### src/rtl/cpu_types_pkg.sv
// Shared CPU type definitions: register tags and the pipeline tracker slot record.
package cpu_types_pkg;

    localparam int unsigned REG_W = 5;
    localparam int unsigned CNT_W = 16;

    typedef logic [REG_W-1:0] reg_tag_t;

    typedef struct packed {
        logic     valid;
        reg_tag_t rs;
        reg_tag_t rt;
        reg_tag_t rd;
        logic     regWr;
        logic     memRd;
        logic     memWr;
    } slot_t;

    localparam int unsigned SLOT_W = $bits(slot_t);

    localparam slot_t BUBBLE = '0;

endpackage

### src/rtl/tracker_slot.sv
// One pipeline bookkeeping slot: holds, loads the incoming entry, or loads a bubble.
module tracker_slot
    import cpu_types_pkg::*;
(
    input  logic              i_clk,
    input  logic              i_rst,
    input  logic              i_hold,
    input  logic              i_bubble,
    input  logic [SLOT_W-1:0] i_d,
    output logic [SLOT_W-1:0] o_q
);

    logic [SLOT_W-1:0] r_q;

    always_ff @(posedge i_clk or posedge i_rst) begin
        if (i_rst) begin
            r_q <= BUBBLE;
        end else if (!i_hold) begin
            r_q <= i_bubble ? BUBBLE : i_d;
        end
    end

    assign o_q = r_q;

endmodule

### src/rtl/dest_tracker.sv
// Tracks register tags and write/load flags through EX, MEM and WB for forwarding,
// inserts load-use bubbles and counts every bubble inserted in front of a real instruction.
module dest_tracker #(
    parameter int unsigned REG_W = cpu_types_pkg::REG_W,
    parameter int unsigned CNT_W = cpu_types_pkg::CNT_W
) (
    input  logic             CLK,
    input  logic             RST,
    input  logic             id_valid,
    input  logic [REG_W-1:0] id_rs,
    input  logic [REG_W-1:0] id_rt,
    input  logic             id_uses_rt,
    input  logic [REG_W-1:0] id_rd,
    input  logic             id_regWr,
    input  logic             id_memRd,
    input  logic             id_memWr,
    input  logic             mem_wait,
    input  logic             flush_ex,
    output logic [REG_W-1:0] ex_rs,
    output logic [REG_W-1:0] ex_rt,
    output logic             ex_memWr,
    output logic [REG_W-1:0] mem_rd,
    output logic             mem_regWr,
    output logic [REG_W-1:0] wb_rd,
    output logic             wb_regWr,
    output logic             loaduse_stall,
    output logic [CNT_W-1:0] bubble_cnt
);

    import cpu_types_pkg::*;

    slot_t            w_id;
    slot_t            w_ex;
    slot_t            w_mem;
    slot_t            w_wb;
    logic             w_stall;
    logic             w_bubble;
    logic [CNT_W-1:0] r_bubble_cnt;

    // Writes to r0 are dropped at capture so no later stage ever forwards them.
    always_comb begin
        w_id       = BUBBLE;
        w_id.valid = id_valid;
        w_id.rs    = id_rs;
        w_id.rt    = id_rt;
        w_id.rd    = id_rd;
        w_id.regWr = id_regWr & (id_rd != '0);
        w_id.memRd = id_memRd;
        w_id.memWr = id_memWr;
    end

    assign w_stall  = w_ex.valid & w_ex.memRd & w_ex.regWr & id_valid &
                      ((w_ex.rd == id_rs) | (id_uses_rt & (w_ex.rd == id_rt)));
    assign w_bubble = flush_ex | w_stall;

    tracker_slot u_ex (
        .i_clk    (CLK),
        .i_rst    (RST),
        .i_hold   (mem_wait),
        .i_bubble (w_bubble),
        .i_d      (w_id),
        .o_q      (w_ex)
    );

    tracker_slot u_mem (
        .i_clk    (CLK),
        .i_rst    (RST),
        .i_hold   (mem_wait),
        .i_bubble (1'b0),
        .i_d      (w_ex),
        .o_q      (w_mem)
    );

    tracker_slot u_wb (
        .i_clk    (CLK),
        .i_rst    (RST),
        .i_hold   (mem_wait),
        .i_bubble (1'b0),
        .i_d      (w_mem),
        .o_q      (w_wb)
    );

    // flush and stall share one bubble, so the increment is taken once per edge.
    always_ff @(posedge CLK or posedge RST) begin
        if (RST) begin
            r_bubble_cnt <= '0;
        end else if (!mem_wait && w_bubble && id_valid && (r_bubble_cnt != '1)) begin
            r_bubble_cnt <= r_bubble_cnt + 1'b1;
        end
    end

    assign ex_rs         = w_ex.rs;
    assign ex_rt         = w_ex.rt;
    assign ex_memWr      = w_ex.valid & w_ex.memWr;
    assign mem_rd        = w_mem.rd;
    assign mem_regWr     = w_mem.valid & w_mem.regWr;
    assign wb_rd         = w_wb.rd;
    assign wb_regWr      = w_wb.valid & w_wb.regWr;
    assign loaduse_stall = w_stall;
    assign bubble_cnt    = r_bubble_cnt;

endmodule

### config.mk
export PLATFORM = sky130hd
export DESIGN_NAME = dest_tracker
export DESIGN_NICKNAME = d
export VERILOG_FILES = /design/src/rtl/cpu_types_pkg.sv /design/src/rtl/tracker_slot.sv /design/src/rtl/dest_tracker.sv
export SDC_FILE = /design/constraint.sdc
export NUM_CORES = 1
export LEC_CHECK = 0
export BUFFER_PORTS_ARGS = -buffer_cell sky130_fd_sc_hd__buf_2
export CAP_MARGIN = 20
export CORE_ASPECT_RATIO = 2
export CORE_MARGIN = 2
export CORE_UTILIZATION = 35
export DETAILED_ROUTE_END_ITERATION = 7
export SYNTH_ARGS = -nofsm -noshare
export SYNTH_HDL_FRONTEND = slang
export SYNTH_SLANG_ARGS = --single-unit
### constraint.sdc
create_clock -name CLK -period 5.15 [get_ports CLK]
set_input_delay 0.2575 -clock CLK [delete_from_list [all_inputs] [get_ports CLK]]
set_output_delay 0.2575 -clock CLK [all_outputs]
set_load 0.05 [all_outputs]
Word level (Yosys, flattened, before mapping)
Index checks and enable logic that the tools add are counted.
{ "totals": {"register_bits": 73, "latchBits": 0, "ram_bits": 0, "romBits": 0, "memories": 0} }
{ "op_classes": {"addsub": 1, "mul": 0, "div": 0, "order_cmp": 0, "eq_ne": 3, "shifts": 0, "muxes": 1, "bitwise_logic": 11, "n_reduce_logical": 5} }
{ "ops": {"columns": ["op", "n"], "rows": [
  ["$mux W19", 1],
  ["$add A16 B1 Y16 const B", 1],
  ["$ne A16 B16 Y1 const B", 1],
  ["$eq A5 B5 Y1", 2],
  ["$and A1 B1 Y1", 9],
  ["$reduce_bool A5 Y1", 1],
  ["$logic_and A1 B1 Y1", 3],
  ["$or A1 B1 Y1", 2],
  ["$logic_not A1 Y1", 1]
]} }

Longest topological paths before layout
Gate-level depths: netlist (run 1).
{ "logic_depth": {"depth_word": 8, "depth_mapped": 8} }

Modules after synthesis
From an unflattened synthesis (run 1), not the netlist that was laid out.
{ "unflattened": {"cells_unflattened": 244, "area_unflattened_um2": 3088.0} }
{ "by_module_without_submodules": {"columns": ["module", "n_inst", "cells_each", "area_per_inst_um2", "seq_area_each_um2"], "rows": [
  ["tracker_slot", 3, 45, 684.4, 475.5],
  ["dest_tracker", 1, 109, 1034.7, 400.4]
]} }

Worst setup path before layout (run 1)
Ideal clock, no wire load.
{ "synth_timing": {"path_kind": "register to register", "from": "register u_ex.r_q[7] (netlist: u_ex.o_q[7])", "to": "register r_bubble_cnt[1] (netlist: bubble_cnt[1])", "setup_time_ns": 0.125, "arrival_ns": 2.067, "t_required_ns": 5.025, "slack_ns": 2.958, "path_stages_with_launch": 7, "path_buffers": 0, "synth_period_minus_slack_ns": 2.192, "path_cell_list": "dfrtp_1 > xnor2_1 > nand3_1 > o22ai_2 > nor2_2 > or3b_4 > mux2_4"} }
{ "synth_between": {"elab_chain_cells": 8, "elab_cells_between_ends": 9, "cone_classes": "eq/ne: 2; bitwise: 4; reduce/logical: 3"} }
{ "synth_lines": {"columns": ["item", "line_no", "rtl"], "rows": [
  ["start: declaration", "tracker_slot.sv:13", "logic [SLOT_W-1:0] r_q;"],
  ["start signal: assignment", "tracker_slot.sv:19", "r_q <= i_bubble ? BUBBLE : i_d;"],
  ["$eq A5 B5 Y1", "dest_tracker.sv:53", "((w_ex.rd == id_rs) | (id_uses_rt & (w_ex.rd == id_rt)));"],
  ["$and A1 B1 Y1", "dest_tracker.sv:53", null],
  ["$or A1 B1 Y1 *", "dest_tracker.sv:53", null],
  ["$and A1 B1 Y1 *", "dest_tracker.sv:52", "assign w_stall = w_ex.valid & w_ex.memRd & w_ex.regWr & id_valid &"],
  ["net loaduse_stall", "dest_tracker.sv:26", "output logic loaduse_stall,"],
  ["$or A1 B1 Y1 *", "dest_tracker.sv:54", "assign w_bubble = flush_ex | w_stall;"],
  ["$logic_and A1 B1 Y1 * (3 in series)", "dest_tracker.sv:87", "end else if (!mem_wait && w_bubble && id_valid && (r_bubble_cnt != '1)) begin"],
  ["end signal: assignment", "dest_tracker.sv:88", "r_bubble_cnt <= r_bubble_cnt + 1'b1;"],
  ["end: declaration", "dest_tracker.sv:38", "logic [CNT_W-1:0] r_bubble_cnt;"]
]} }
The timed path passes the listed nets; every way through them passes the cells marked *.
A chain may end at the register's enable or synchronous reset.

Worst setup path after layout (run 1)
{ "layout_timing": {"from": "register u_ex.r_q[18] (netlist: u_ex.o_q[18])", "to": "register r_bubble_cnt[1] (netlist: bubble_cnt[1])"} }
{ "layout_between": {"elab_chain_cells": 8} }
{ "layout_lines": {"columns": ["item", "line_no"], "rows": [
  ["$and A1 B1 Y1 (4 in series)", "dest_tracker.sv:52"],
  ["$or A1 B1 Y1", "dest_tracker.sv:54"],
  ["$logic_and A1 B1 Y1 (3 in series)", "dest_tracker.sv:87"]
]} }
Every way passes these cells.

==> flow_summary.ini, run 1 <==
[outcome]
status = finished, violations left
violations = hold timing

[logic_synthesis]
synth-seq-cells = 49
synth_ff_type = dfrtp_1
yosysSeqAreaShare = 0.5177
synth.cell_area_mm2 = 0.002369
synth-simple-area-share = 0.1759
synth_top_cells_by_area = dfrtp_1 52%, mux2_2 7.6%, nand2_1 7.3%
post-synth-top-area-cell = dfrtp_1
syn_area_per_cell_um2 = 10.53
synth_xor_area_frac = 0.08505
synthMuxAreaShare = 0.08241
synth_compound_area_frac = 0.05018
async_flop_share = 1.000
synthTopCellsByCount = 49 x dfrtp_1, 46 x nand2_1, 20 x buf_4
netlist_instances = 225
synth.most_common_cell = dfrtp_1
synthAdderAreaFrac = 0.005283
synth_top_family_by_area = simple AND/OR/NAND/NOR gates
yosysWarnings = 0
synth_top_area_share = 0.5177
synth_fp_nets = 250
synth_edf_count = 0
ys_types = 31

[critical_path]
cpLargestDelayFamily = simple AND/OR/NAND/NOR gates
critPathKind = reg2reg
slowest_delay_ns = 0.43
startpoint = u_ex.o_q[18]$_DFFE_PP0N_
crit_cells = 7
r2r-start = u_ex.o_q[18]$_DFFE_PP0N_
slowest_stage = or3b_4
crit_path_start_kind = flop
arrival_ns = 2.36
critPathMaxFanout = 24
crit_buf_inv = 1
r2r.worst_path.cells = 7
required_ns = 5.33
crit_path_end_kind = flop
crit_chain = and4_1 > nand3_1 > o22ai_2 > nor2_2 > buf_4 > or3b_4 > mux2_4

[cts]
postCtsSetupBuffers = 0
cts_buffer_depth = 2
clk-insertion-delay-late_ns = 0.30
clkTransAtPathRegs_ns = 0.06
cts_tree = yes
htreeDepth = 2
cts_hold_buf = 0
cts_root_buf = clkbuf_16
cts_sinks = 49
cts-resized-gates = 0
cts_buffers = 5

[timing]
setup_violations = 0
final.setup_skew_ns = 0.004455
period_needed_ns = 2.175
hold_viol_final = 21
fmax_mhz = 459.9
worst_pin_slew_ns = 0.8408
drv_slew = 0
worst_hold_slack_ns = -0.02110
rsz0062_at_grt = false
slew_headroom = 0.4395
timing.setup.tns_ns = 0
fin_crit_sh = 0.4222

[power_and_ir_drop]
combinationalPowerShare = 0.229
p_switching_w = 0.0003721
power_w = 0.001154
peakVddDrop_uv = 278.8
intPower_w = 0.0007817
p_clk_frac = 0.366
p_seq_frac = 0.405
switching_share = 0.3225
powerDensity_mw_per_mm2 = 409.5
p_leak_nw = 1.423

[layout]
layout-drive-gt1-share = 0.3532
fill_cells = 660
fin_cells = 357
nets = 293
syn2layout_area_growth_pct = 18.96
diodes = 0
multi_input_area_um2 = 944.7
ff_latch_area_mm2 = 0.001226
fin_util = 0.4290

[die]
die_h_um = 120.3
dieArea_mm2 = 0.007481
rows = 42
coreArea_mm2 = 0.006569
die-width_um = 62.17
io_pins = 64
start_util = 0.3606

[global_route]
grt_start_max_net_pins = 53
gr-total-overflow = 0
first_global_vias = 1685
grt_usage = 0.1431
grt_pass1_wl_um = 8211
antenna_found_initial = 0

[routing]
wl_per_cell_um = 14.03
drtIter0Drc = 48
drc = 0
drt-total-wl_um = 5010
dr_total_vias = 1682
firstDrtPassIters = 4
avgViaCountPerCell = 4.711
postRouteAntennaNets = 0

[flow_run]
maxCapViolations = 0

[placed_design]
portBuffers = 63
gp_congestion = 0.7781
dp.cells = 348
dpl.hpwl_um = 3627

[min_path]
hold_path.class = in2async
## final cells by class
cell class / instances / share of cell area
Inverter: 1 / 0.001332
Clock inverter: 3 / 0.02309
Multi-Input combinational cell: 146 / 0.3353
Timing Repair Buffer: 65 / 0.1217
Clock buffer: 5 / 0.04441
Tap cell: 88 / 0.03908
Sequential cell: 49 / 0.4352
## cell families after synthesis
| family | after synthesis |
|---|---|
| and+or+nand+nor | 84 |
| DFF | 49 |
| buffers and inverters | 30 |
| xor gates and xnor gates | 23 |
| AOI/OAI and AO/OA | 21 |
| muxes | 17 |
| adders and majority gates | 1 |
## cells in the final DEF, fill, tap and decap left out
| cell | Yosys | layout |
|---|---|---|
| nor2b_1 | 1 | 1 |
| ha_1 | 1 | 1 |
| nand2b_1 | 1 | 1 |
| o211ai_1 | 1 | 1 |
| xor2_1 | 12 | 12 |
| and2_1 | 3 | 3 |
| buf_12 | 0 | 1 |
| nor4_1 | 7 | 7 |
| nor2_2 | 1 | 1 |
| buf_4 | 20 | 1 |
| nor3_1 | 4 | 4 |
| clkinv_2 | 0 | 1 |
| or3b_4 | 1 | 1 |
| clkbuf_16 | 0 | 5 |
| mux2_4 | 1 | 1 |
| nor2_1 | 1 | 1 |
| a22o_1 | 1 | 1 |
| and3_1 | 4 | 4 |
| or4_1 | 1 | 1 |
| bufinv_16 | 0 | 2 |
| o22ai_2 | 1 | 1 |
| and4_1 | 1 | 1 |
| inv_2 | 0 | 1 |
| nand2_1 | 46 | 46 |
| o21ai_0 | 18 | 18 |
| buf_2 | 2 | 63 |
| nand3_1 | 5 | 5 |
| nand4_1 | 4 | 4 |
| dfrtp_1 | 49 | 49 |
| nor4b_1 | 3 | 3 |
| xnor2_1 | 11 | 11 |
| nor3_2 | 1 | 1 |
| mux2_2 | 16 | 16 |
## sequential cells by signal (all words and copies together), names as in the netlist
signal,cells
bubble_cnt,16
u_ex.o_q,19
u_wb.o_q,7
u_mem.o_q,7
## power by group through the flow
stage / combinational, W / clock, W / sequential, W
after floorplan: 0.000167 / 0 / 0.000526
after global placement: 0.000262 / 0 / 0.000474
after detailed placement: 0.000265 / 0 / 0.000474
after CTS: 0.000265 / 0.000439 / 0.000468
after global routing: 0.000281 / 0.000453 / 0.000474
final: 0.000264 / 0.000423 / 0.000467
## per-layer routing
metal | GRT usage | routed length, µm
met1 | 0.1467 | 1844
met2 | 0.2622 | 2794
met3 | 0.03535 | 244
met4 | 0.07917 | 126
met5 | 0 | 0
## worst reg2reg max path, stage by stage (launching register included)
cell and delay (ns):
dfrtp_1 0.38, and4_1 0.27, nand3_1 0.11, o22ai_2 0.21, nor2_2 0.13, buf_4 0.23
or3b_4 0.44, mux2_4 0.30
## final timing paths
| check | end | slack [ns] |
|---|---|---|
| min | bubble_cnt[14]$_DFFE_PP0P_ | -0.02 |
| max | bubble_cnt[1]$_DFFE_PP0P_ | 2.98 |
| min in group CLK | u_ex.o_q[4]$_DFFE_PP0N_ | 0.21 |
| max in group asynchronous | u_mem.o_q[5]$_DFFE_PP0N_ | 4.66 |
| min reg2reg | bubble_cnt[12]$_DFFE_PP0P_ | 0.48 |
| max reg2reg | bubble_cnt[1]$_DFFE_PP0P_ | 2.98 |
## stage by stage
step / cell area, µm² / hold slack, ns / worst slack (ns)
after CTS: 2798 / 0.1972 / 2.947
after floorplan: 2369 / 0.3935 / 2.958
after global routing: 2818 / 0.02747 / 2.797
after detailed placement: 2608 / 0.4695 / 2.908
final: 2818 / -0.02110 / 2.975
after global placement: 2608 / 0.4620 / 2.987
Power figures use the tool's default switching activity.
==> run 2: changes to the inputs <==
- ABC_AREA: default -> 1
- clock period: 5.15 -> 2.2 ns (I/O delays scaled with it)
==> run 2 against run 1 <==
The flow now finishes without violations. Critical path depth increased by 2. Register-to-register slack worse by 2.6 ns. Non-clock buffer count grew 5. Die area up 12%. Sequential share of layout area is 4.0 points lower.
==> flow_summary.ini, run 2 <==
[logic_synthesis]
synth_edf_count = 0
synth_top_cells_by_area = dfrtp_1 46%, nand2_1 19%, buf_4 5.6%
synth.most_common_cell = nand2_1
yosysWarnings = 0
netlist_instances = 348
synth_top_area_share = 0.4586
synth.cell_area_mm2 = 0.002674
synth-seq-cells = 49
post-synth-top-area-cell = dfrtp_1
yosysSeqAreaShare = 0.4586
ys_types = 23
syn_area_per_cell_um2 = 7.683
synth_fp_nets = 373
async_flop_share = 1.000
synth_ff_type = dfrtp_1
synthTopCellsByCount = 136 x nand2_1, 49 x dfrtp_1, 28 x inv_1

[layout]
largest_register_ffs = 19
diodes = 0
multi_input_area_mm2 = 0.001119
final_cell_mix = 136 x nand2_1, 63 x buf_2, 49 x dfrtp_1
fill_cells = 787
layout-drive-gt1-share = 0.2214
syn2layout_area_growth_pct = 15.91
fin_cells = 487
ff_latch_area_mm2 = 0.001226
final_common_cell = nand2_1
nets = 417

[cts]
cts_buffers = 5
cts_root_buf = clkbuf_16
htreeDepth = 2
cts_buffer_depth = 2
cts_sinks = 49
postCtsSetupBuffers = 0
cts_tree = yes
clk-insertion-delay-late_ns = 0.29
clkTransAtPathRegs_ns = 0.07

[min_path]
hold_path.class = in2reg

[timing]
final.setup_skew_ns = 0.005998
rsz0062_at_grt = false
hold_viol_final = 0
timing.setup.tns_ns = 0
slew_headroom = 0.5823
worst_pin_slew_ns = 0.6266
setup_violations = 0
period_needed_ns = 1.872
fmax_mhz = 534.3
drv_slew = 0
fin_crit_sh = 0.8508

[routing]
drc = 0
firstDrtPassIters = 4
wl_per_cell_um = 11.98
postRouteAntennaNets = 0
drtIter0Drc = 96
dr_total_vias = 2218
drt-total-wl_um = 5836
avgViaCountPerCell = 4.554

[power_and_ir_drop]
peakVddDrop_uv = 456.5
powerDensity_mw_per_mm2 = 776.2
p_leak_nw = 1.708

[placed_design]
dp.cells = 478
dpl.hpwl_um = 4166
gp_congestion = 0.8494
portBuffers = 63

[critical_path]
crit_path_start_kind = flop
crit_path_end_kind = flop
arrival_ns = 2.10
required_ns = 2.43
critPathMaxFanout = 17
critPathKind = reg2reg

[die]
die-width_um = 65.81
rows = 45
coreArea_mm2 = 0.007488
die_h_um = 127.6
dieArea_mm2 = 0.008397
start_util = 0.3571
io_pins = 64

[global_route]
grt_usage = 0.1496
gr-total-overflow = 0
grt_start_max_net_pins = 50
grt_pass1_wl_um = 9887
antenna_found_initial = 0
first_global_vias = 2042

[outcome]
status = finished, final reports clean

[flow_run]
maxCapViolations = 0
## run 2: cell types whose count changed after synthesis, moves of 7 or more
cell	change
mux2_2	-16
nand4_1	+13
nand2_1	+90
o22ai_1	+7
inv_1	+27
nor2_1	+20
## run 2: cell type report
cell class              instances  area share
flip-flops and latches         49      0.3956
multi-input cells             235      0.3609
repair buffers                 70      0.1195
clock buffers                   5     0.04037
well taps                      94     0.03795
inverters                      31     0.03755
clock inverters                 3    0.008074
## run 2: logic make-up after synthesis
family / share of synthesized area
and+or+nand+nor: 0.3159
buffers and inverters: 0.1231
DFF: 0.4586
AOI/OAI and AO/OA: 0.05194
xor gates and xnor gates: 0.04586
adders and majority gates: 0.004679
## run 2: path summary, 6_finish.rpt
| kind | end | slack [ns] | start | depth (start not counted) |
|---|---|---|---|---|
| max | bubble_cnt[11]$_DFFE_PP0P_ | 0.33 | bubble_cnt[0]$_DFFE_PP0P_ | 9 |
| max in group asynchronous | u_ex.o_q[6]$_DFFE_PP0N_ | 1.25 | RST | 4 |
| min reg2reg | u_wb.o_q[4]$_DFFE_PP0N_ | 0.48 | u_wb.o_q[4]$_DFFE_PP0N_ | 2 |
| max reg2reg | bubble_cnt[11]$_DFFE_PP0P_ | 0.33 | bubble_cnt[0]$_DFFE_PP0P_ | 9 |
| min in group asynchronous | bubble_cnt[2]$_DFFE_PP0P_ | 0.49 | RST | 4 |
| min | u_ex.o_q[7]$_DFFE_PP0N_ | 0.08 | id_rd[4] | 3 |
## run 2: per-stage QoR
step	setup slack [ns]	util	total power [W]	area [µm²]	hold slack (ns)
2_1_floorplan	0.1760	-	0.001543	2674	0.2639
6_report	0.3283	0.4139	0.002406	3099	0.07984
3_5_place_dp	0.3811	0.3925	0.001646	2939	0.3167
4_1_cts	0.3438	0.4139	0.002441	3099	0.07556
5_1_grt	0.1885	0.4139	0.002535	3099	0.07993
3_3_place_gp	0.4320	0.3925	0.001639	2939	0.3130
## run 2: repair_timing
action	in CTS	in global routing
hold endpoints to repair	7	0
hold buffers	1	0
resized for setup	0	0
## run 2: layer usage
layer | track usage | up-vias | wire [µm]
met4 | 0.05760 | 0 | 87
li1 | - | 1172 | -
met2 | 0.2032 | 59 | 2492
met5 | 0 | - | 0
met3 | 0.03785 | 8 | 371
met1 | 0.2259 | 979 | 2884
## run 2: critical path: stages, from the launching register on
cell and delay (ns):
dfrtp_1 0.43, ha_1 0.23, nand2_1 0.12, nor2_4 0.14
nand2_2 0.09, nor3_4 0.17, nand3_4 0.22, nand3_4 0.26
nand2_1 0.08, nand2_1 0.06
## run 2: where the power goes
| group | leakage [nW] | internal (W) | switching (W) |
|---|---|---|---|
| logic | 0.987 | 0.000143 | 0.000424 |
| registers | 0.650 | 0.000985 | 0.0000738 |
| clock network | 0.0704 | 0.000427 | 0.000353 |
| total | 1.71 | 0.00156 | 0.000851 |
